===== src/rtl/joyride_pkg.sv =====
// ============================================================================
//  Package     : joyride_pkg
//  Description : Shared obstacle enums, screen constants and LFSR helper.
//  Revision    : 1.0 - initial release
// ============================================================================
`default_nettype none

package joyride_pkg;

    typedef enum logic [1:0] {
        FLAT     = 2'd0,
        TALL     = 2'd1,
        FALL_TRI = 2'd2,
        RISE_TRI = 2'd3
    } obs_type_t;

    typedef enum logic [1:0] {
        TOP = 2'd0,
        MID = 2'd1,
        BOT = 2'd2
    } obs_pos_t;

    typedef enum logic {
        IDLE   = 1'b0,
        ACTIVE = 1'b1
    } slot_state_t;

    localparam int X_BIAS   = 100;
    localparam int SCREEN_W = 640;
    localparam int X_W      = 10;

    // Only three lanes exist, so the unused raw encoding folds onto the middle lane.
    function automatic obs_pos_t legal_pos(input logic [1:0] raw);
        return (raw == 2'b11) ? MID : obs_pos_t'(raw);
    endfunction

    function automatic logic [15:0] lfsr_next(input logic [15:0] cur);
        return {cur[14:0], cur[15] ^ cur[13] ^ cur[12] ^ cur[10]};
    endfunction

endpackage

`default_nettype wire


===== src/rtl/obstacle_slot.sv =====
// ============================================================================
//  Module      : obstacle_slot
//  Description : One obstacle slot: position, shape, lane and flicker phase.
//  Revision    : 1.0 - initial release
// ============================================================================
`default_nettype none

module obstacle_slot
    import joyride_pkg::*;
#(
    parameter int FLICK_PERIOD = 8
) (
    input  logic           clk,
    input  logic           reset,
    input  logic           tick,
    input  logic [X_W-1:0] speed,
    input  logic           spawn,
    input  logic [X_W-1:0] spawn_x,
    input  obs_type_t      spawn_type,
    input  obs_pos_t       spawn_pos,
    output logic [X_W-1:0] x,
    output logic [1:0]     obs_type,
    output logic [1:0]     pos,
    output logic           valid,
    output logic           flick,
    output logic           despawn
);

    localparam int                CNT_W    = (FLICK_PERIOD > 1) ? $clog2(FLICK_PERIOD) : 1;
    localparam logic [CNT_W-1:0]  CNT_LAST = CNT_W'(FLICK_PERIOD - 1);

    slot_state_t      state;
    obs_type_t        type_q;
    obs_pos_t         pos_q;
    logic [CNT_W-1:0] flick_cnt;

    // Leaves the screen when the next step would take x below zero.
    assign despawn  = tick && (state == ACTIVE) && (x < speed);

    assign valid    = (state == ACTIVE);
    assign obs_type = type_q;
    assign pos      = pos_q;

    always_ff @(posedge clk) begin
        if (reset) begin
            state     <= IDLE;
            x         <= '0;
            type_q    <= FLAT;
            pos_q     <= TOP;
            flick     <= 1'b0;
            flick_cnt <= '0;
        end else if (tick) begin
            case (state)
                IDLE: begin
                    if (spawn) begin
                        state     <= ACTIVE;
                        x         <= spawn_x;
                        type_q    <= spawn_type;
                        pos_q     <= spawn_pos;
                        flick     <= 1'b0;
                        flick_cnt <= '0;
                    end
                end
                ACTIVE: begin
                    if (x < speed) begin
                        state     <= IDLE;
                        x         <= '0;
                        type_q    <= FLAT;
                        pos_q     <= TOP;
                        flick     <= 1'b0;
                        flick_cnt <= '0;
                    end else begin
                        x <= x - speed;
                        if (flick_cnt == CNT_LAST) begin
                            flick_cnt <= '0;
                            flick     <= ~flick;
                        end else begin
                            flick_cnt <= flick_cnt + 1'b1;
                        end
                    end
                end
                default: state <= IDLE;
            endcase
        end
    end

endmodule

`default_nettype wire


===== src/rtl/obstacle_scheduler.sv =====
// ============================================================================
//  Module      : obstacle_scheduler
//  Description : Spawns, scrolls and scores two obstacle slots once per frame.
//  Revision    : 1.0 - initial release
// ============================================================================
`default_nettype none

module obstacle_scheduler
    import joyride_pkg::*;
#(
    parameter logic [9:0]  SPAWN_X      = 10'd740,
    parameter int          SPAWN_GAP    = 90,
    parameter int          FLICK_PERIOD = 8,
    parameter int          SPEED_INIT   = 2,
    parameter int          SPEED_MAX    = 6,
    parameter int          RAMP_FRAMES  = 600,
    parameter logic [15:0] LFSR_SEED    = 16'hACE1
) (
    input  logic        clk,
    input  logic        reset,
    input  logic        frame_tick,
    input  logic        game_over,
    output logic [9:0]  obs1_x,
    output logic [9:0]  obs2_x,
    output logic [1:0]  obs1_type,
    output logic [1:0]  obs2_type,
    output logic [1:0]  obs1_pos,
    output logic [1:0]  obs2_pos,
    output logic        obs1_valid,
    output logic        obs2_valid,
    output logic        flick1,
    output logic        flick2,
    output logic [15:0] score
);

    localparam logic [15:0]    GAP_LAST   = 16'(SPAWN_GAP - 1);
    localparam logic [15:0]    RAMP_LAST  = 16'(RAMP_FRAMES - 1);
    localparam logic [X_W-1:0] SPEED_RST  = X_W'(SPEED_INIT);
    localparam logic [X_W-1:0] SPEED_TOP  = X_W'(SPEED_MAX);

    logic           frozen;
    logic [15:0]    lfsr;
    logic [15:0]    gap_cnt;
    logic [15:0]    ramp_cnt;
    logic [X_W-1:0] speed;

    logic       advance;
    logic       gap_full;
    logic       spawn_any;
    logic       spawn1;
    logic       spawn2;
    logic       despawn1;
    logic       despawn2;
    logic [1:0] cleared;
    logic [16:0] score_sum;

    obs_type_t  new_type;
    obs_pos_t   new_pos;

    // game_over freezes the same cycle it is seen, so a coincident tick is dropped.
    assign advance   = frame_tick && !frozen && !game_over;
    assign gap_full  = (gap_cnt == GAP_LAST);
    assign spawn_any = advance && gap_full && (!obs1_valid || !obs2_valid);
    assign spawn1    = spawn_any && !obs1_valid;
    assign spawn2    = spawn_any && obs1_valid;

    assign new_type  = obs_type_t'(lfsr[1:0]);
    assign new_pos   = legal_pos(lfsr[3:2]);

    assign cleared   = {1'b0, despawn1} + {1'b0, despawn2};
    assign score_sum = {1'b0, score} + {15'd0, cleared};

    obstacle_slot #(
        .FLICK_PERIOD (FLICK_PERIOD)
    ) u_slot1 (
        .clk        (clk),
        .reset      (reset),
        .tick       (advance),
        .speed      (speed),
        .spawn      (spawn1),
        .spawn_x    (SPAWN_X),
        .spawn_type (new_type),
        .spawn_pos  (new_pos),
        .x          (obs1_x),
        .obs_type   (obs1_type),
        .pos        (obs1_pos),
        .valid      (obs1_valid),
        .flick      (flick1),
        .despawn    (despawn1)
    );

    obstacle_slot #(
        .FLICK_PERIOD (FLICK_PERIOD)
    ) u_slot2 (
        .clk        (clk),
        .reset      (reset),
        .tick       (advance),
        .speed      (speed),
        .spawn      (spawn2),
        .spawn_x    (SPAWN_X),
        .spawn_type (new_type),
        .spawn_pos  (new_pos),
        .x          (obs2_x),
        .obs_type   (obs2_type),
        .pos        (obs2_pos),
        .valid      (obs2_valid),
        .flick      (flick2),
        .despawn    (despawn2)
    );

    always_ff @(posedge clk) begin
        if (reset) begin
            frozen   <= 1'b0;
            lfsr     <= LFSR_SEED;
            gap_cnt  <= '0;
            ramp_cnt <= '0;
            speed    <= SPEED_RST;
            score    <= '0;
        end else begin
            if (game_over) begin
                frozen <= 1'b1;
            end
            if (advance) begin
                lfsr  <= lfsr_next(lfsr);
                score <= score_sum[16] ? 16'hFFFF : score_sum[15:0];

                // A full gap counter waits here until a slot is free at tick start.
                if (!gap_full) begin
                    gap_cnt <= gap_cnt + 16'd1;
                end else if (spawn_any) begin
                    gap_cnt <= '0;
                end

                if (ramp_cnt == RAMP_LAST) begin
                    ramp_cnt <= '0;
                    if (speed < SPEED_TOP) begin
                        speed <= speed + 1'b1;
                    end
                end else begin
                    ramp_cnt <= ramp_cnt + 16'd1;
                end
            end
        end
    end

endmodule

`default_nettype wire


===== config.mk =====
export PLATFORM = sky130hd
export DESIGN_NAME = obstacle_scheduler
export DESIGN_NICKNAME = d
export VERILOG_FILES = /design/src/rtl/joyride_pkg.sv /design/src/rtl/obstacle_slot.sv /design/src/rtl/obstacle_scheduler.sv
export SDC_FILE = /design/constraint.sdc
export NUM_CORES = 1
export LEC_CHECK = 0
export ABC_AREA = 1
export CORE_MARGIN = 5
export CORE_UTILIZATION = 50
export CTS_BUF_LIST = sky130_fd_sc_hd__clkbuf_4 sky130_fd_sc_hd__clkbuf_8
export CTS_CLUSTER_DIAMETER = 120
export DETAILED_ROUTE_END_ITERATION = 7
export PLACE_DENSITY_LB_ADDON = 0.08
export SETUP_SLACK_MARGIN = 0.02
export SYNTH_ARGS = -nofsm -noshare
export SYNTH_HDL_FRONTEND = slang
export SYNTH_SLANG_ARGS = --single-unit

===== constraint.sdc =====
create_clock -name clk -period 8.9 [get_ports clk]
set_input_delay 1.335 -clock clk [delete_from_list [all_inputs] [get_ports clk]]
set_output_delay 1.335 -clock clk [all_outputs]
set_load 0.03 [all_outputs]

# Word level (Yosys, flattened, before mapping)
# Index checks and enable logic that the tools add are counted.
# classes
addsub,9
n_lt_le_gt_ge,3
eq_ne,12
muxes,43
n_bitwise,7
reduce_logical,23
# ops
op,count
2-to-1 mux 16 bit,4
2-to-1 mux 10 bit,4
one-hot mux 10 bit (2 select lines),2
adder 16 x 1 -> 16 bit (second input constant),2
less-than comparator 10 bit,2
subtractor 10 bit,2
2-to-1 mux 3 bit,6
adder 16 x 2 -> 17 bit,1
equality test 16 x 10 -> 1 bit (second input constant),1
equality test 16 x 7 -> 1 bit (second input constant),1
one-hot mux 2 bit (2 select lines),4
AND reduction 3 bit,5
2-to-1 mux 2 bit,7
one-hot mux 3 bit (2 select lines),2
adder 10 x 1 -> 10 bit (second input constant),1
logical AND 1 bit,10
less-than comparator 10 x 3 -> 1 bit (second input constant),1
2-to-1 mux 1 bit,10
!= test 2 bit (second input constant),4
one-hot mux 1 bit (2 select lines),4
adder 3 x 1 -> 3 bit (second input constant),2
equality test 3 bit (second input constant),2
!= test 3 bit (second input constant),2
AND reduction 2 bit,3
7 further kinds,15
# word_totals
register_bits,113
in_bits,4

# Longest topological paths before layout
# Gate-level depths: netlist (run 1).
# depth
ltp_word,8
ltp_mapped,20

# Cells and area by module
# Synthesis (run 1) repeated with hierarchy kept, for this count alone.
# unflattened
hier_cells,1067
hier_area_um2,6924.1
# by_module_without_submodules
mod,n_inst,cells_per_inst,area_each_um2,seq_area_each_um2
obstacle_scheduler,1,614,4027.6,1501.4
obstacle_slot at u_slot1,1,225,1456.4,380.4
obstacle_slot at u_slot2,1,228,1440.1,380.4

# Worst setup path after synthesis (run 1)
# No wires, ideal clock.
# synth_timing
path_type,input -> register
from,in game_over
to,reg score[8]
setup_time_ns,0.057
arrival_ns,3.474
path_slack_ns,5.369
stages,15
cell_sequence,nor2_4 -> nand3_4 -> inv_1 -> nand4_1 -> fa_1 -> inv_1 -> ha_1 -> nand2_1 -> nor2_1 -> nand3_1 -> nor2_1 -> nand2_1 -> o21ai_0 -> o21ai_1 -> inv_1
# synth_between
elab_chain_len,7
# synth_lines
element,line_no,rtl
from (decl),obstacle_scheduler.sv:22,"input logic game_over,"
zero test 1 bit *,obstacle_scheduler.sv:61,assign advance = frame_tick && !frozen && !game_over;
logical AND 1 bit *,obstacle_scheduler.sv:61,
logical AND 1 bit (2 in series),obstacle_slot.sv:38,assign despawn = tick && (state == ACTIVE) && (x < speed);
adder 1 x 1 -> 2 bit,obstacle_scheduler.sv:70,"assign cleared = {1'b0, despawn1} + {1'b0, despawn2};"
adder 16 x 2 -> 17 bit,obstacle_scheduler.sv:71,"assign score_sum = {1'b0, score} + {15'd0, cleared};"
2-to-1 mux 16 bit,obstacle_scheduler.sv:125,score <= score_sum[16] ? 16'hFFFF : score_sum[15:0];
to (signal assigned),obstacle_scheduler.sv:125,
to (decl),obstacle_scheduler.sv:33,output logic [15:0] score
# Mark *: on every way between the ends. The rest lies on a longest branch, timed or not.
# A chain may end at the register's enable or synchronous reset.

# Worst setup path after layout (run 1)
# layout_timing
from,in frame_tick
to,reg score[8]
# layout_between
elab_chain_len,7
# layout_lines
element,line_no,rtl
from (decl),obstacle_scheduler.sv:21,"input logic frame_tick,"
logical AND 1 bit * (2 in series),obstacle_scheduler.sv:61,
logical AND 1 bit (2 in series),obstacle_slot.sv:38,
adder 1 x 1 -> 2 bit,obstacle_scheduler.sv:70,
adder 16 x 2 -> 17 bit,obstacle_scheduler.sv:71,
2-to-1 mux 16 bit,obstacle_scheduler.sv:125,
# Marked as above.

==> out/metrics.yaml, run 1 <==
synth_top_area_share_pct: 34.3
antenna_found_initial: 0
mostFrequentLayoutCells: "nand2_1 (232), nor2_1 (143), inv_1 (124), dfxtp_1 (113), nand3_1 (84)"
hold_buffers: 0
layout.cells.most_common: "nand2_1"
finalCritPeriodShare_pct: 46.5
fmax_ghz: 0.242
grt_pass1_wl_um: 28000
clock_sinks: 113
wl_um: 16200
io_pins: 52
drtPass1Iterations: 5
min_path_type: "flip-flop to flip-flop"
synthesis.area_mm2: 0.00660
p_per_area_mw_per_mm2: 128
clock_latency_ps: 430
port_buffers: 51
vias_per_cell: 5.10
fin_setup_tns_ps: 0
htreeDepth: 4
run_status: "finished, final reports clean"
die_h_um: 125
slew-limit-headroom_pct: 55.7
yosysWarnings: 0
yosysUniqueCellTypes: 45
dp_cells: 1197
hold_ws_ps: 452
endpoint_kind: "flip-flop"
power_leakage_nw: 3.22
rsz0062_at_grt: "false"
overflow: 0
post_cts_buffers: 0
r2r_cells: 14
synthArstFlopShare_pct: 0
die_area_mm2: 0.0156
vdd.ir_drop.worst_uv: 89.3
slew_violations: 0
ys_seq_area_share_pct: 34.3
core_area_mm2: 0.0131
min_period_ps: 4140
cts_root_buf: "clkbuf_8"
drc: 0
crit_type: "primary input to flip-flop"
grt_pass1_vias: 5894
grt.total_usage_pct: 21.5
cts_tree: "yes"
critPathMaxStageDelay_ps: 660
drt-wirelength-per-cell_um: 13.2
cts_buffers: 17
cts_resized: 0
vias: 6251
synth_flop_cell: "dfxtp_1"
clock_skew_ps: 9.37
stdcell_count: 1225
slowest_stage: "clkdlybuf4s50_1"
drtAntennaViolNets: 0
synth_cells: 990
synth_seq_cells: 113
crit_arrival_ps: 4520
initial_core_util_pct: 50.4
finalHoldViolations: 0
max_cap_viol_count: 0
area_delta_synth_final_pct: 14.1
cp.required_ps: 9280
place_congestion: 0.946
rows: 42
syn_nets: 1026
die_x_um: 125
worst_pin_slew_ps: 664
clk_path_buf_depth: 2
synth_top_cell_by_area: "dfxtp_1"
initialDrtViolationCount: 397
worst-path-max-fanout: 37
setup-violations-final: 0
synth_enable_flop_cells: 0
drive_above_1_share_pct: 5.72
diodes: 0
nets: 1076
start_kind: "primary input"
clk_pin_slew_ps: 70
path_cells: "clkdlybuf4s50_1 > nand2_8 > nor2_4 > nand4_2 > fa_1 > inv_1 > ha_1 > nand2_1 > nor2_1 > nand3_1 > nor2_1 > nand2_1 > o21ai_0 > o21ai_1 > inv_1"
postSynthAreaPerCell_um2: 6.67
grt_max_degree: 58
synthTopCellsByArea: "dfxtp_1 (34%), nand2_1 (13%), nor2_1 (8.1%), inv_1 (7.1%), nand3_1 (6.4%)"
hpwl_um: 11700
hold_path_depth: 2
[synth_stat cells (3+ instances only)]
| library cell | number |
|---|---|
| xor2_1 | 17 |
| buf_2 | 6 |
| o21ai_0 | 38 |
| nand2_2 | 3 |
| nand2_1 | 232 |
| nor2_4 | 3 |
| nor3_1 | 25 |
| a21oi_1 | 69 |
| nand3b_1 | 3 |
| o21bai_1 | 3 |
| dfxtp_1 | 113 |
| ha_1 | 29 |
| or2_2 | 3 |
| nor2_1 | 143 |
| nand4_1 | 32 |
| o21ai_1 | 3 |
| a22oi_1 | 3 |
| nor2_2 | 3 |
| clkbuf_1 | 10 |
| inv_1 | 124 |
| fa_1 | 3 |
| nand2_4 | 4 |
| nand3_1 | 84 |
| a31oi_1 | 3 |
| xnor2_1 | 6 |
[final timing paths]
kind | from | end | slack [ps]
worst max-delay path | frame_tick | score[8]$_SDFFE_PP0P_ | 4760
worst min-delay path | lfsr[4]$_SDFFE_PP0P_ | lfsr[5]$_SDFFE_PP1P_ | 450
worst max register to register | u_slot2.valid$_SDFFE_PP0P_ | score[8]$_SDFFE_PP0P_ | 5420
worst min register to register | lfsr[4]$_SDFFE_PP0P_ | lfsr[5]$_SDFFE_PP1P_ | 450
[state kept, by name, indices dropped and copies added, names as in the netlist, 3 cells and up]
name and flops:
u_slot1.flick_cnt 3, score 16, u_slot1.x 10, lfsr 16
u_slot2.flick_cnt 3, ramp_cnt 16, u_slot2.x 10, speed 10
gap_cnt 16
[critical path: cells and delay by family]
family | cells | cell delay (ps)
compound gates | 2 | 220
buf+inv | 3 | 840
fa+ha+maj | 2 | 650
simple gates | 8 | 1460
[layer usage]
metal,share of wire (%),vias up,GRT usage [%]
met5,0,-,0
met1,50,2811,29.4
met3,3.9,16,4.80
met2,45,120,34.3
met4,0.95,0,5.99
li1,-,3304,-
[where the power goes]
part	switching (mW)	total (mW)	internal [mW]
registers	0.00483	0.517	0.512
clock network	0.197	0.409	0.212
logic	0.0253	0.0351	0.00981
[kinds of logic (layout without fill, tap and decap cells)]
family	count (synthesis)	count (layout)	share of synthesized area (%)
DFF	113	113	34.3
and+or+nand+nor	544	544	36.5
adders and majority gates	32	32	6.41
buffers and inverters	152	211	9.61
AOI/OAI and AO/OA	126	126	10.1
xor gates and xnor gates	23	23	3.05
[metrics by stage]
step	cell area (um^2)	total power, mW	setup slack, ps	utilization [%]
finish	7530	0.961	4760	57.6
global route	7530	1.00	4460	57.6
floorplan	6600	0.554	5370	-
CTS	7530	0.974	4780	57.6
global placement	7210	0.563	4370	55.1
detailed placement	7210	0.563	4330	55.1
[layout make-up]
cell class,count,area (um^2)
Inverter,129,493
Clock inverter,7,37.5
Fill cell,1281,5550
Clock buffer,21,289
Sequential cell,113,2260
Timing Repair Buffer,54,528
Multi-Input combinational cell,725,3700
Tap cell,176,220
(Power assumes the default switching activity.)
==> run 2: changes to the inputs <==
Clock period 8.9 ns to 3.58 ns, I/O delays scaled along.
==> run 2 against run 1 <==
  * Critical path depth is 1 higher
  * Flip-flop and latch count stayed put
  * Clock power grew to 3.1 times the previous value
  * Design area is 1.9% higher
  * Routed wire length is 1.2% lower
  * Via count is 0.14% higher
  * Sequential share of layout area is 0.55 points lower
  * Core utilization is 1.1 points higher
  * Clock skew is 6.8 ps higher
==> out/metrics.yaml, run 2 (synthesis gave the netlist of run 1 again) <==
vdd.ir_drop.worst_uv: 294
clk_pin_slew_ps: 70
critPathMaxStageDelay_ps: 460
min_period_ps: 3210
r2r_cells: 16
die_h_um: 125
drtPass1Iterations: 6
htreeDepth: 4
p_seq_share_pct: 48.5
min_to: "lfsr[6]$_SDFFE_PP1P_"
clock_sinks: 113
n_fill_cell: 1303
rrSetupSlack_ps: 370
power_leakage_nw: 3.28
nets: 1082
crit_arrival_ps: 3600
area_delta_synth_final_pct: 16.3
cp_top_family: "adder cells"
cp.buffers_inverters: 3
grt.met2_usage_pct: 33.1
multi_input_area_mm2: 0.00370
p_clk_share_pct: 48.1
drc: 0
worst_pin_slew_ps: 728
path_cells: "ha_1 > inv_1 > fa_1 > nand3_1 > nand4_1 > fa_1 > inv_1 > ha_1 > nand2_1 > nor2_1 > nand3_1 > nor2_1 > nand2_1 > o21ai_0 > o21ai_1 > inv_1"
clk_path_buf_depth: 2
cts_buffers: 17
core_area_mm2: 0.0131
r2r_end: "score[10]$_SDFFE_PP0P_"
die_area_mm2: 0.0156
p_per_area_mw_per_mm2: 345
crit_top_cell: "inv_1"
grt_max_degree: 57
swShare_pct: 23.6
diodes: 0
cts_root_buf: "clkbuf_8"
slew_violations: 0
slew-limit-headroom_pct: 51.1
hold_path_depth: 2
comb_power_share_pct: 3.3
mostFrequentLayoutCells: "nand2_1 (232), nor2_1 (143), inv_1 (124), dfxtp_1 (113), nand3_1 (84)"
finish.utilization_pct: 58.7
cts_tree: "yes"
cp.required_ps: 3970
antenna_found_initial: 0
fmax_ghz: 0.312
initialDrtViolationCount: 358
path_depth: 16
drt-wirelength-per-cell_um: 12.9
run_status: "finished, final reports clean"
hold_ws_ps: 462
vias: 6260
post_cts_buffers: 0
crit_type: "flip-flop to flip-flop"
die_x_um: 125
max_cap_viol_count: 0
endpoint_kind: "flip-flop"
drtAntennaViolNets: 0
min_path_type: "flip-flop to flip-flop"
cts_resized: 0
hpwl_um: 11700
io_pins: 52
clock_skew_ps: 16.2
port_buffers: 51
r2r-start: "speed[0]$_SDFFE_PP0P_"
finalHoldViolations: 0
slowest_stage: "fa_1"
layout.cells.most_common: "nand2_1"
start_kind: "flip-flop"
grt_use_met1_pct: 29.6
overflow: 0
drive_above_1_share_pct: 6.61
p_sw_mw: 0.626
place_congestion: 0.943
grtUsageMet3_pct: 4.72
p_int_mw: 2.02
rows: 42
finalCritPeriodShare_pct: 89.6
clock_latency_ps: 450
setup-violations-final: 0
busiest_layer: "met2"
regArea_mm2: 0.00226
fin_setup_tns_ps: 0
final_cell_area_mm2: 0.00768
hold_buffers: 0
grt.total_usage_pct: 21.3
grt_pass1_vias: 5919
initial_core_util_pct: 50.4
grt_pass1_wl_um: 27800
vias_per_cell: 5.07
rsz0062_at_grt: "false"
wl_um: 16000
hold_start: "lfsr[5]$_SDFFE_PP1P_"
worst-path-max-fanout: 9
placed_cell_area_mm2: 0.00725
-- run 2: cell types whose count changed in the layout (fill, tap and decap cells not counted), sizes merged --
cell      delta
buf          +6
bufinv       +3
clkinvlp     +3
clkbuf       -2
-- run 2: through the flow --
step           instances  worst slack, ps  power, mW
6_report            1235              371       2.65
5_1_grt             1235             39.0       2.74
4_1_cts             1235              379       2.67
3_5_place_dp        1203              216       1.40
3_3_place_gp        1203              255       1.40
2_1_floorplan        990              634       1.38
-- run 2: cell type report --
class / count / area share [%]
multi-input cells: 725 / 48.3
flip-flops and latches: 113 / 29.5
repair buffers: 60 / 7.47
inverters: 129 / 6.42
clock buffers: 19 / 3.41
well taps: 176 / 2.87
clock inverters: 13 / 2.10
-- run 2: power by group through the flow --
| stage | sequential [mW] | combinational, mW | clock (mW) |
|---|---|---|---|
| global placement | 1.31 | 0.0883 | 0 |
| detailed placement | 1.31 | 0.0896 | 0 |
| global route | 1.29 | 0.101 | 1.35 |
| finish | 1.28 | 0.0883 | 1.27 |
| floorplan | 1.31 | 0.0683 | 0 |
| CTS | 1.28 | 0.0899 | 1.30 |
-- run 2: worst max path at each step --
stage	start	endpoint	slack [ps]
2_1_floorplan	u_slot2.x[0]$_SDFFE_PP0P_	score[8]$_SDFFE_PP0P_	630
3_3_place_gp	frame_tick	score[10]$_SDFFE_PP0P_	260
3_5_place_dp	frame_tick	score[10]$_SDFFE_PP0P_	220
4_1_cts	speed[0]$_SDFFE_PP0P_	score[10]$_SDFFE_PP0P_	380
5_1_grt	speed[0]$_SDFFE_PP0P_	score[10]$_SDFFE_PP0P_	40
6_report	speed[0]$_SDFFE_PP0P_	score[10]$_SDFFE_PP0P_	370
-- run 2: layer usage --
metal	vias to the layer above	share of wire, %
met5	-	0
met4	0	1.8
met3	23	4.0
met2	108	44
met1	2820	50
li1	3309	-
-- run 2: worst register-to-register path, stage by stage, from the launching register on --
cell,delay [ps]
dfxtp_1,420
ha_1,180
inv_1,70
fa_1,430
nand3_1,140
nand4_1,180
fa_1,460
inv_1,110
ha_1,180
nand2_1,80
nor2_1,100
nand3_1,150
nor2_1,180
nand2_1,220
o21ai_0,150
o21ai_1,70
inv_1,50
